**config.mk**
```make
export PLATFORM = sky130hd
export DESIGN_NAME = uart_transmitter
export DESIGN_NICKNAME = d
export VERILOG_FILES = /design/src/rtl/uart_pkg.sv /design/src/rtl/uart_tx_bittimer.sv /design/src/rtl/uart_transmitter.sv
export SDC_FILE = /design/constraint.sdc
export NUM_CORES = 1
export LEC_CHECK = 0
export BUFFER_PORTS_ARGS = -buffer_cell sky130_fd_sc_hd__buf_2
export CAP_MARGIN = 25
export CORE_UTILIZATION = 50
export CTS_BUF_LIST = sky130_fd_sc_hd__clkbuf_4 sky130_fd_sc_hd__clkbuf_8
export DETAILED_ROUTE_END_ITERATION = 10
export PLACE_DENSITY_LB_ADDON = 0.08
export SLEW_MARGIN = 20
export SYNTH_ARGS = -nofsm -noshare
export SYNTH_HDL_FRONTEND = slang
export SYNTH_SLANG_ARGS = --single-unit
```
**constraint.sdc**
```tcl
create_clock -name i_clk -period 1.8 [get_ports i_clk]
set_input_delay 0.18 -clock i_clk [delete_from_list [all_inputs] [get_ports i_clk]]
set_output_delay 0.18 -clock i_clk [all_outputs]
set_load 0.05 [all_outputs]
```
**src/rtl/uart_pkg.sv**
```systemverilog
// -----------------------------------------------------------------------------
// uart_pkg
//   Frame-format definitions shared by the UART transmitter and receiver so
//   both ends agree on data width, default baud divisor and FSM encoding.
//   Contents:
//     UART_DATA_BITS         data bits per frame (LSB first on the line)
//     UART_DEF_CLKS_PER_BIT  default clocks per serial bit (receiver's F/8 clock)
//     uart_state_t           framing FSM states
//     calc_parity()          parity bit for a data byte, even or odd sense
// -----------------------------------------------------------------------------
package uart_pkg;

  localparam int UART_DATA_BITS        = 8;
  localparam int UART_DEF_CLKS_PER_BIT = 8;

  typedef enum logic [2:0] {
    ST_IDLE   = 3'd0,
    ST_START  = 3'd1,
    ST_DATA   = 3'd2,
    ST_PARITY = 3'd3,
    ST_STOP   = 3'd4
  } uart_state_t;

  // Even sense makes data+parity carry an even number of ones; odd inverts it.
  function automatic logic calc_parity(input logic [UART_DATA_BITS-1:0] data,
                                       input logic                      odd);
    return (^data) ^ odd;
  endfunction

endpackage

```
**src/rtl/uart_tx_bittimer.sv**
```systemverilog
// -----------------------------------------------------------------------------
// uart_tx_bittimer
//   Bit-period counter. Counts 0..CLKS_PER_BIT-1 while enabled and wraps on
//   its own, so every bit period is exactly CLKS_PER_BIT clocks.
//   Ports:
//     i_clk      system clock
//     i_reset    asynchronous, active-low reset
//     i_clear    synchronous clear to 0 (has priority over i_enable)
//     i_enable   count this cycle
//     o_bit_end  high on the last clock of a bit period
// -----------------------------------------------------------------------------
module uart_tx_bittimer #(
  parameter int CLKS_PER_BIT = 8
) (
  input  logic i_clk,
  input  logic i_reset,
  input  logic i_clear,
  input  logic i_enable,
  output logic o_bit_end
);

  localparam int             CNT_W    = (CLKS_PER_BIT > 1) ? $clog2(CLKS_PER_BIT) : 1;
  localparam logic [CNT_W-1:0] CNT_LAST = CNT_W'(CLKS_PER_BIT - 1);

  logic [CNT_W-1:0] count;

  assign o_bit_end = (count == CNT_LAST);

  // NOTE: sequential state is written only with non-blocking assignments so
  // every flop samples the pre-edge values of the others.
  always_ff @(posedge i_clk or negedge i_reset) begin
    if (!i_reset) begin
      count <= '0;
    end else if (i_clear) begin
      count <= '0;
    end else if (i_enable) begin
      count <= o_bit_end ? '0 : count + 1'b1;
    end
  end

endmodule

```
**src/rtl/uart_transmitter.sv**
```systemverilog
// -----------------------------------------------------------------------------
// uart_transmitter
//   Serial UART transmitter. Accepts a byte over valid/ready and sends one
//   frame: start(0), 8 data bits LSB first, parity, STOP_BITS stop bits (1).
//   A one-entry holding buffer lets the next byte be taken during a frame so
//   frames follow each other with no idle gap.
//   Parameters:
//     CLKS_PER_BIT  clocks per serial bit
//     PARITY_ODD    0 = even parity, 1 = odd parity
//     STOP_BITS     number of stop bits, 1 or 2
//   Ports:
//     i_clk         system clock
//     i_reset       asynchronous, active-low reset (aborts a frame in flight)
//     i_data        byte to send, sampled when i_valid && o_ready
//     i_valid       upstream has a byte on i_data
//     o_ready       holding buffer empty, a byte can be accepted
//     o_txd         registered serial line, idles high
//     o_busy        a frame is on the line
//     o_frame_done  pulse on the last clock of the final stop bit
// -----------------------------------------------------------------------------
module uart_transmitter
  import uart_pkg::*;
#(
  parameter int CLKS_PER_BIT = UART_DEF_CLKS_PER_BIT,
  parameter int PARITY_ODD   = 0,
  parameter int STOP_BITS    = 1
) (
  input  logic                      i_clk,
  input  logic                      i_reset,
  input  logic [UART_DATA_BITS-1:0] i_data,
  input  logic                      i_valid,
  output logic                      o_ready,
  output logic                      o_txd,
  output logic                      o_busy,
  output logic                      o_frame_done
);

  localparam logic [2:0] LAST_DATA = 3'(UART_DATA_BITS - 1);
  localparam logic [2:0] LAST_STOP = 3'(STOP_BITS - 1);
  localparam logic       ODD       = 1'(PARITY_ODD);

  uart_state_t               state, state_n;
  logic [2:0]                idx, idx_n;
  logic [UART_DATA_BITS-1:0] shreg, shreg_n;
  logic [UART_DATA_BITS-1:0] hold_buf, hold_buf_n;
  logic                      buf_full, buf_full_n;
  logic                      parity_bit, parity_n;
  logic                      txd_q, txd_d;
  logic                      bit_end;
  logic                      accept;
  logic                      frame_end;

  // The timer idles at 0 so the first start-bit period is a full bit time.
  uart_tx_bittimer #(
    .CLKS_PER_BIT (CLKS_PER_BIT)
  ) u_bittimer (
    .i_clk     (i_clk),
    .i_reset   (i_reset),
    .i_clear   (state == ST_IDLE),
    .i_enable  (state != ST_IDLE),
    .o_bit_end (bit_end)
  );

  assign o_ready   = !buf_full;
  assign accept    = i_valid && o_ready;
  assign frame_end = (state == ST_STOP) && bit_end && (idx == LAST_STOP);

  // State register and datapath flops.
  always_ff @(posedge i_clk or negedge i_reset) begin
    if (!i_reset) begin
      state      <= ST_IDLE;
      idx        <= '0;
      shreg      <= '0;
      hold_buf   <= '0;
      buf_full   <= 1'b0;
      parity_bit <= 1'b0;
      txd_q      <= 1'b1;
    end else begin
      state      <= state_n;
      idx        <= idx_n;
      shreg      <= shreg_n;
      hold_buf   <= hold_buf_n;
      buf_full   <= buf_full_n;
      parity_bit <= parity_n;
      txd_q      <= txd_d;
    end
  end

  // Next-state and datapath update.
  always_comb begin
    // NOTE: every signal gets a default before the case so no path leaves it
    // unassigned, which would otherwise infer a latch.
    state_n    = state;
    idx_n      = idx;
    shreg_n    = shreg;
    hold_buf_n = hold_buf;
    buf_full_n = buf_full;
    parity_n   = parity_bit;

    unique case (state)
      ST_IDLE: begin
        if (accept) begin
          shreg_n  = i_data;
          parity_n = calc_parity(i_data, ODD);
          state_n  = ST_START;
        end
      end
      ST_START: begin
        if (bit_end) begin
          state_n = ST_DATA;
          idx_n   = '0;
        end
      end
      ST_DATA: begin
        if (bit_end) begin
          shreg_n = shreg >> 1;
          if (idx == LAST_DATA) begin
            state_n = ST_PARITY;
            idx_n   = '0;
          end else begin
            idx_n = idx + 3'd1;
          end
        end
      end
      ST_PARITY: begin
        if (bit_end) begin
          state_n = ST_STOP;
          idx_n   = '0;
        end
      end
      ST_STOP: begin
        if (bit_end) begin
          if (idx == LAST_STOP) begin
            idx_n = '0;
            if (buf_full) begin
              // Chain the buffered byte straight into the next start bit.
              shreg_n    = hold_buf;
              parity_n   = calc_parity(hold_buf, ODD);
              buf_full_n = 1'b0;
              state_n    = ST_START;
            end else if (accept) begin
              // Buffer empty: a byte arriving on the final stop edge bypasses it.
              shreg_n  = i_data;
              parity_n = calc_parity(i_data, ODD);
              state_n  = ST_START;
            end else begin
              state_n = ST_IDLE;
            end
          end else begin
            idx_n = idx + 3'd1;
          end
        end
      end
      default: state_n = ST_IDLE;
    endcase

    // Any other accept while a frame is running lands in the holding buffer.
    if (accept && (state != ST_IDLE) && !frame_end) begin
      hold_buf_n = i_data;
      buf_full_n = 1'b1;
    end
  end

  // Outputs. The line value is computed from the next state so the flopped
  // o_txd changes on the same edge as the state it belongs to.
  always_comb begin
    txd_d = 1'b1;
    unique case (state_n)
      ST_IDLE:   txd_d = 1'b1;
      ST_START:  txd_d = 1'b0;
      ST_DATA:   txd_d = shreg_n[0];
      ST_PARITY: txd_d = parity_n;
      ST_STOP:   txd_d = 1'b1;
      default:   txd_d = 1'b1;
    endcase
    o_busy       = (state != ST_IDLE);
    o_frame_done = frame_end;
  end

  assign o_txd = txd_q;

endmodule
```
==> results of run 1 <==
-- cell type report --
cell class,count,area [um^2]
repair buffers,39,282
inverters,12,47.5
fillers,208,833
flip-flops and latches,28,703
multi-input cells,107,896
clock inverters,1,30.0
well taps,31,38.8
clock buffers,3,22.5
-- placed cells by master, fill, tap and decap left out, drive strengths merged, types with 3 or more instances in the layout --
| master | count |
|---|---|
| inv | 12 |
| mux2 | 8 |
| o22ai | 4 |
| nand2 | 13 |
| o21ai | 9 |
| clkbuf | 3 |
| xnor2 | 13 |
| dfrtp | 27 |
| nand3 | 4 |
| a221o | 6 |
| a22o | 6 |
| nor2 | 11 |
| ha | 6 |
| a21oi | 5 |
| buf | 38 |
-- registers in the layout, indices dropped and copies added, names as in the netlist --
signal / cells
buf_full: 1
hold_buf: 8
u_bittimer.count: 3
state: 3
o_txd: 1
shreg: 8
parity_bit: 1
idx: 3
-- cells in the mapped netlist, types with 2 or more instances --
master,number
nor3_1,2
a221o_1,6
nand4_1,2
nand2_1,13
nor2_1,9
buf_2,2
xnor2_1,13
a211oi_1,2
nor2b_1,2
o21ai_0,9
mux2_2,8
nor2_2,2
ha_1,6
dfrtp_1,27
nand3_1,4
o22ai_1,4
inv_1,12
a22o_1,6
a21oi_1,5
xor2_1,2
-- cell families after synthesis --
logic type,count (synthesis),synth area share (%)
fa+ha+maj,6,4.83
buf+inv,15,4.03
mux,8,5.80
xor+xnor,15,8.45
compound gates,39,18.8
simple gates,39,13.0
flops,28,45.2
-- layer usage --
layer / GRT usage [%] / vias up
met2: 41.7 / 36
li1: - / 625
met1: 28.5 / 655
met5: 0 / -
met4: 13.3 / 0
met3: 2.90 / 15
-- report_power, final --
| part | internal (mW) | switching [mW] | total, mW | leakage [nW] |
|---|---|---|---|---|
| logic | 0.302 | 0.431 | 0.733 | 0.543 |
| registers | 0.692 | 0.0397 | 0.731 | 0.376 |
| clock network | 0.225 | 0.188 | 0.414 | 0.0279 |
| total | 1.22 | 0.659 | 1.88 | 0.947 |
-- metrics by stage --
stage	hold WS (ns)	area (um^2)	util (%)	power, mW
detailed placement	0.228	1770	62.2	1.36
floorplan	-0.116	1570	-	1.14
finish	0.114	2020	70.8	1.88
CTS	0.109	1930	67.6	1.82
global placement	0.225	1770	62.2	1.35
global route	0.111	2020	70.8	1.97
-- what timing repair did --
action,4_1_cts,5_1_grt
gates cloned,0,0
gates resized for setup,16,13
hold endpoints to repair,27,0
setup buffers,3,5
pin swaps,7,5
hold buffers,1,0
setup endpoints to repair,20,21
-- worst max path at each step --
stage / slack [ns] / endpoint / start
floorplan: -0.04 / o_txd$_DFF_PN1_ / u_bittimer.count[0]$_DFF_PN0_
global placement: -0.13 / parity_bit$_DFF_PN0_ / u_bittimer.count[0]$_DFF_PN0_
detailed placement: -0.21 / parity_bit$_DFF_PN0_ / u_bittimer.count[0]$_DFF_PN0_
CTS: -0.11 / o_frame_done / u_bittimer.count[0]$_DFF_PN0_
global route: -0.19 / o_txd$_DFF_PN1_ / state[0]$_DFF_PN0_
finish: -0.11 / o_txd$_DFF_PN1_ / u_bittimer.count[0]$_DFF_PN0_
==> impl_metrics.env, run 1 <==
export IMPL_grt_max_degree=29
export IMPL_io_buffer_count=14
export IMPL_clockRootBuffer="clkbuf_4"
export IMPL_drt_wl_total_mm=3.60
export IMPL_cts_buffers=3
export IMPL_antenna_left=0
export IMPL_rsz0062_at_grt="true"
export IMPL_hpwl_mm=2.58
export IMPL_wire_per_inst_um=16.3
export IMPL_yosys_warnings=0
export IMPL_hold_class="input pin to flop"
export IMPL_cp_end_kind="flop"
export IMPL_clk_latency_ns=0.34
export IMPL_status="finished, violations left"
export IMPL_yosysTopAreaCell="dfrtp_1"
export IMPL_syn_avg_cell_area_um2=10.4
export IMPL_slew_viol_final=0
export IMPL_drc_errors=0
export IMPL_place_ws_ns=-0.209
export IMPL_routedLengthMet1_mm=1.54
export IMPL_areaGrowthSynthToFinish_pct=30.0
export IMPL_design_core_area_um2=2850
export IMPL_finalCritPeriodShare_pct=106
export IMPL_violations="negative setup slack"
export IMPL_fin_crit_ns=1.91
export IMPL_ctsHtreeMaxLevel=1
export IMPL_hold_viol=0
export IMPL_hold_depth=2
export IMPL_vias_per_cell=6.02
export IMPL_met2_length_mm=1.79
export IMPL_placed_cells=208
export IMPL_cts_clk_slew_worst_paths_ns=0.15
export IMPL_ys_ff_latch=28
export IMPL_fmax_mhz=523
export IMPL_p_leak_nw=0.947
export IMPL_cts_sinks=28
export IMPL_fp_dieArea_um2=3340
export IMPL_yosysSeqAreaShare_pct=45.2
export IMPL_synth_area_um2=1550
export IMPL_dieWidth_um=57.8
export IMPL_drive_gt1_share_pct=36.8
export IMPL_path_cells="ha_4 -> ha_4 -> nand3b_4 -> o22ai_4 -> nand2_2 -> a31o_4 -> a221o_1 -> a2bb2oi_1"
export IMPL_maxSlewHeadroom_pct=58.3
export IMPL_hold_end="hold_buf[4]$_DFFE_PN0P_"
export IMPL_start_util_pct=54.5
export IMPL_ys_dominant_reg_cell="dfrtp_1"
export IMPL_yosysUniqueCellTypes=34
export IMPL_grt_total_usage_pct=23.8
export IMPL_path_buf_inv=0
export IMPL_fin_nets=208
export IMPL_final_cells=221
export IMPL_grt_pass1_vias=1293
export IMPL_setup_ws_ns=-0.112
export IMPL_vias=1331
export IMPL_tightest_slew_ns=0.625
export IMPL_fin_tns_setup_ns=-0.235
export IMPL_die_height_um=57.8
export IMPL_reg2reg_from="u_bittimer.count[0]$_DFF_PN0_"
export IMPL_top_layer_used="met4"
export IMPL_critPathSlowestCell="dfrtp_1"
export IMPL_peakVddDrop_v=0.000561
export IMPL_synthTopCellsByArea="dfrtp_1, xnor2_1, mux2_2"
export IMPL_rows=19
export IMPL_reg2reg_slack_ns=-0.11
export IMPL_startpoint_type="flop"
export IMPL_synth_edf_count=0
export IMPL_ios=15
export IMPL_critPathMaxStageDelay_ns=0.42
export IMPL_worstSetupPathType="flop to flop"
export IMPL_path_depth=8
export IMPL_crit_family="compound AO/OA/AOI/OAI gates"
export IMPL_grt_pass1_wl_mm=5.94
export IMPL_n_antenna_cell=0
export IMPL_first_iter_violations=42
export IMPL_syn_nets=167
export IMPL_cp_data_required_time_ns=2.08
export IMPL_firstDrtPassIters=4
export IMPL_crit_arrival_ns=2.19
export IMPL_fin_skew_ns=0.0102
export IMPL_r2r_end="o_txd$_DFF_PN1_"
export IMPL_drv_cap=0
export IMPL_cts_max_path_buffers=2
export IMPL_min_from="i_data[4]"
export IMPL_cts_tree="yes"
export IMPL_setup_violations=3
export IMPL_async_reset_ff_share_pct=100
export IMPL_synth_top_area_share_pct=43.5
export IMPL_reg2reg_depth=8
export IMPL_power_density_nw_per_um2=930
export IMPL_crit_fanout=8
export IMPL_wl_met3_um=119
export IMPL_synth_cells=150
export IMPL_grt_overflow=0
export IMPL_path_common_cell="ha_4"
export IMPL_antenna_found_initial=0
export IMPL_place_gp_congestion=0.886
No activity file was read; power rests on OpenSTA's default activity.
==> run 2, diff against run 1 <==
==> constraint.sdc (replaced) <==
create_clock -name i_clk -period 1.8 [get_ports i_clk]
set_input_delay 0.45 -clock i_clk [delete_from_list [all_inputs] [get_ports i_clk]]
set_output_delay 0.45 -clock i_clk [all_outputs]
set_load 0.05 [all_outputs]
==> run 2 against run 1 <==
  * The flow still finishes with violations (negative setup slack)
  * Power is 1.5% lower
  * Core utilization is 2.1 points lower
  * Global-route usage hardly changed
  * Sequential cell count stayed put
  * Non-clock buffer count stayed put
  * Fmax is 10% lower
  * Critical path type is now flop to primary output
  * Critical endpoint is now o_frame_done
==> impl_metrics.env, run 2 (same netlist as run 1, synthesis figures left out) <==
export IMPL_peakVddDrop_v=0.000519
export IMPL_drive_gt1_share_pct=35.3
export IMPL_hold_viol=0
export IMPL_fin_nets=208
export IMPL_placed_cells=211
export IMPL_fp_dieArea_um2=3340
export IMPL_cp_data_required_time_ns=1.35
export IMPL_vias=1284
export IMPL_cts_max_path_buffers=2
export IMPL_grt_total_usage_pct=23.9
export IMPL_hpwl_mm=2.56
export IMPL_place_gp_congestion=0.838
export IMPL_wire_per_inst_um=15.7
export IMPL_crit_fanout=3
export IMPL_final_cell_mix="dfrtp_1, buf_4, nand2_1, xnor2_1, buf_2"
export IMPL_postPlaceCellArea_um2=1810
export IMPL_cts_sinks=28
export IMPL_n_antenna_cell=0
export IMPL_die_height_um=57.8
export IMPL_finalCritPeriodShare_pct=118
export IMPL_clockRootBuffer="clkbuf_4"
export IMPL_final_common_cell="dfrtp_1"
export IMPL_dieWidth_um=57.8
export IMPL_grt_pass1_wl_mm=6.01
export IMPL_drc_errors=0
export IMPL_cts_clk_slew_worst_paths_ns=0.15
export IMPL_io_buffer_count=14
export IMPL_rows=19
export IMPL_firstDrtPassIters=4
export IMPL_cts_tree="yes"
export IMPL_grt_busiest_layer="met2"
export IMPL_violations="negative setup slack"
export IMPL_start_util_pct=54.5
export IMPL_ctsHtreeMaxLevel=1
export IMPL_grt_overflow=0
export IMPL_use_met2_pct=42.4
export IMPL_tightest_slew_ns=0.624
export IMPL_slew_viol_final=0
export IMPL_gr_usage_met3_pct=3.13
export IMPL_fmax_mhz=470
export IMPL_rsz0062_at_grt="true"
export IMPL_antenna_found_initial=0
export IMPL_hold_class="input pin to async pin"
export IMPL_status="finished, violations left"
export IMPL_drv_cap=0
export IMPL_grt_pass1_vias=1303
export IMPL_cts_buffers=3
export IMPL_antenna_left=0
export IMPL_power_density_nw_per_um2=944
export IMPL_design_core_area_um2=2850
export IMPL_worstSetupPathType="flop to primary output"
export IMPL_p_leak_nw=0.925
export IMPL_final_cells=221
export IMPL_grtUsageMet1_pct=29.9
export IMPL_drt_wl_total_mm=3.47
export IMPL_setup_violations=18
export IMPL_final_area_um2=1960
export IMPL_clk_latency_ns=0.32
export IMPL_areaGrowthSynthToFinish_pct=26.1
export IMPL_setup_ws_ns=-0.329
export IMPL_fin_skew_ns=0.0107
export IMPL_holdBufCountCts=0
export IMPL_grt_max_degree=29
export IMPL_ios=15
export IMPL_total_power_mw=1.85
export IMPL_first_iter_violations=54
export IMPL_crit_arrival_ns=1.68
export IMPL_top_regs="hold_buf x8, shreg x8"
export IMPL_maxSlewHeadroom_pct=58.4
export IMPL_vias_per_cell=5.81
export IMPL_startpoint_type="flop"
export IMPL_fin_tns_setup_ns=-2.28
export IMPL_cp_end_kind="primary output"
export IMPL_fin_crit_ns=2.13
-- run 2: cell count changes in the layout (fill, tap and decap cells not counted), sizes merged --
cell,delta
bufinv,-1
inv,-1
buf,+1
dlygate4sd3,-1
clkbuf,+1
clkinvlp,+1
-- run 2: path summary, 6_finish.rpt --
| check | from | to | slack [ns] | cells past startpoint |
|---|---|---|---|---|
| min in group i_clk | i_data[1] | hold_buf[1]$_DFFE_PN0P_ | 0.39 | 2 |
| worst max-delay path | u_bittimer.count[0]$_DFF_PN0_ | o_frame_done | -0.33 | 6 |
| worst max register to register | u_bittimer.count[0]$_DFF_PN0_ | o_txd$_DFF_PN1_ | -0.20 | 9 |
| worst min-delay path | i_reset | u_bittimer.count[0]$_DFF_PN0_ | 0.12 | 1 |
| worst min register to register | u_bittimer.count[0]$_DFF_PN0_ | u_bittimer.count[0]$_DFF_PN0_ | 0.50 | 1 |
| max in group asynchronous | i_reset | state[1]$_DFF_PN0_ | 1.24 | 1 |
-- run 2: layout make-up --
type	instances	area [um^2]
Timing Repair Buffer	39	278
Tap cell	31	38.8
Multi-Input combinational cell	107	853
Fill cell	247	893
Clock buffer	4	36.3
Sequential cell	28	704
Inverter	12	48.8
-- run 2: power by group --
group          internal (mW)  switching, mW  leakage [nW]  total (mW)
registers              0.694         0.0478         0.375       0.741
logic                  0.365          0.443         0.529       0.808
clock network          0.124          0.177        0.0210       0.301
-- run 2: worst max-delay path, cell delays in order, from the launching register on --
cell and delay, ns:
dfrtp_1 0.44, ha_4 0.18, ha_4 0.15, and3b_2 0.23, nand3_4 0.09, clkinvlp_4 0.11, buf_8 0.16
-- run 2: through the flow --
step	hold slack, ns	util [%]	setup slack (ns)
after floorplan	0.154	-	-0.0446
after global placement	0.423	63.5	-0.0501
after detailed placement	0.441	63.5	-0.122
after CTS	0.133	67.8	-0.339
after global routing	0.151	68.7	-0.400
final	0.116	68.7	-0.329
-- run 2: layer usage --
| layer | wire length [um] | vias to the layer above |
|---|---|---|
| met5 | 0 | - |
| met1 | 1480 | 620 |
| li1 | - | 621 |
| met3 | 142 | 4 |
| met4 | 46 | 0 |
| met2 | 1800 | 39 |
-- run 2: timing repair --
action	CTS	global route
pin swaps	2	1
endpoints found under the setup margin	19	21
gates resized for setup	12	5
buffers inserted	6	0
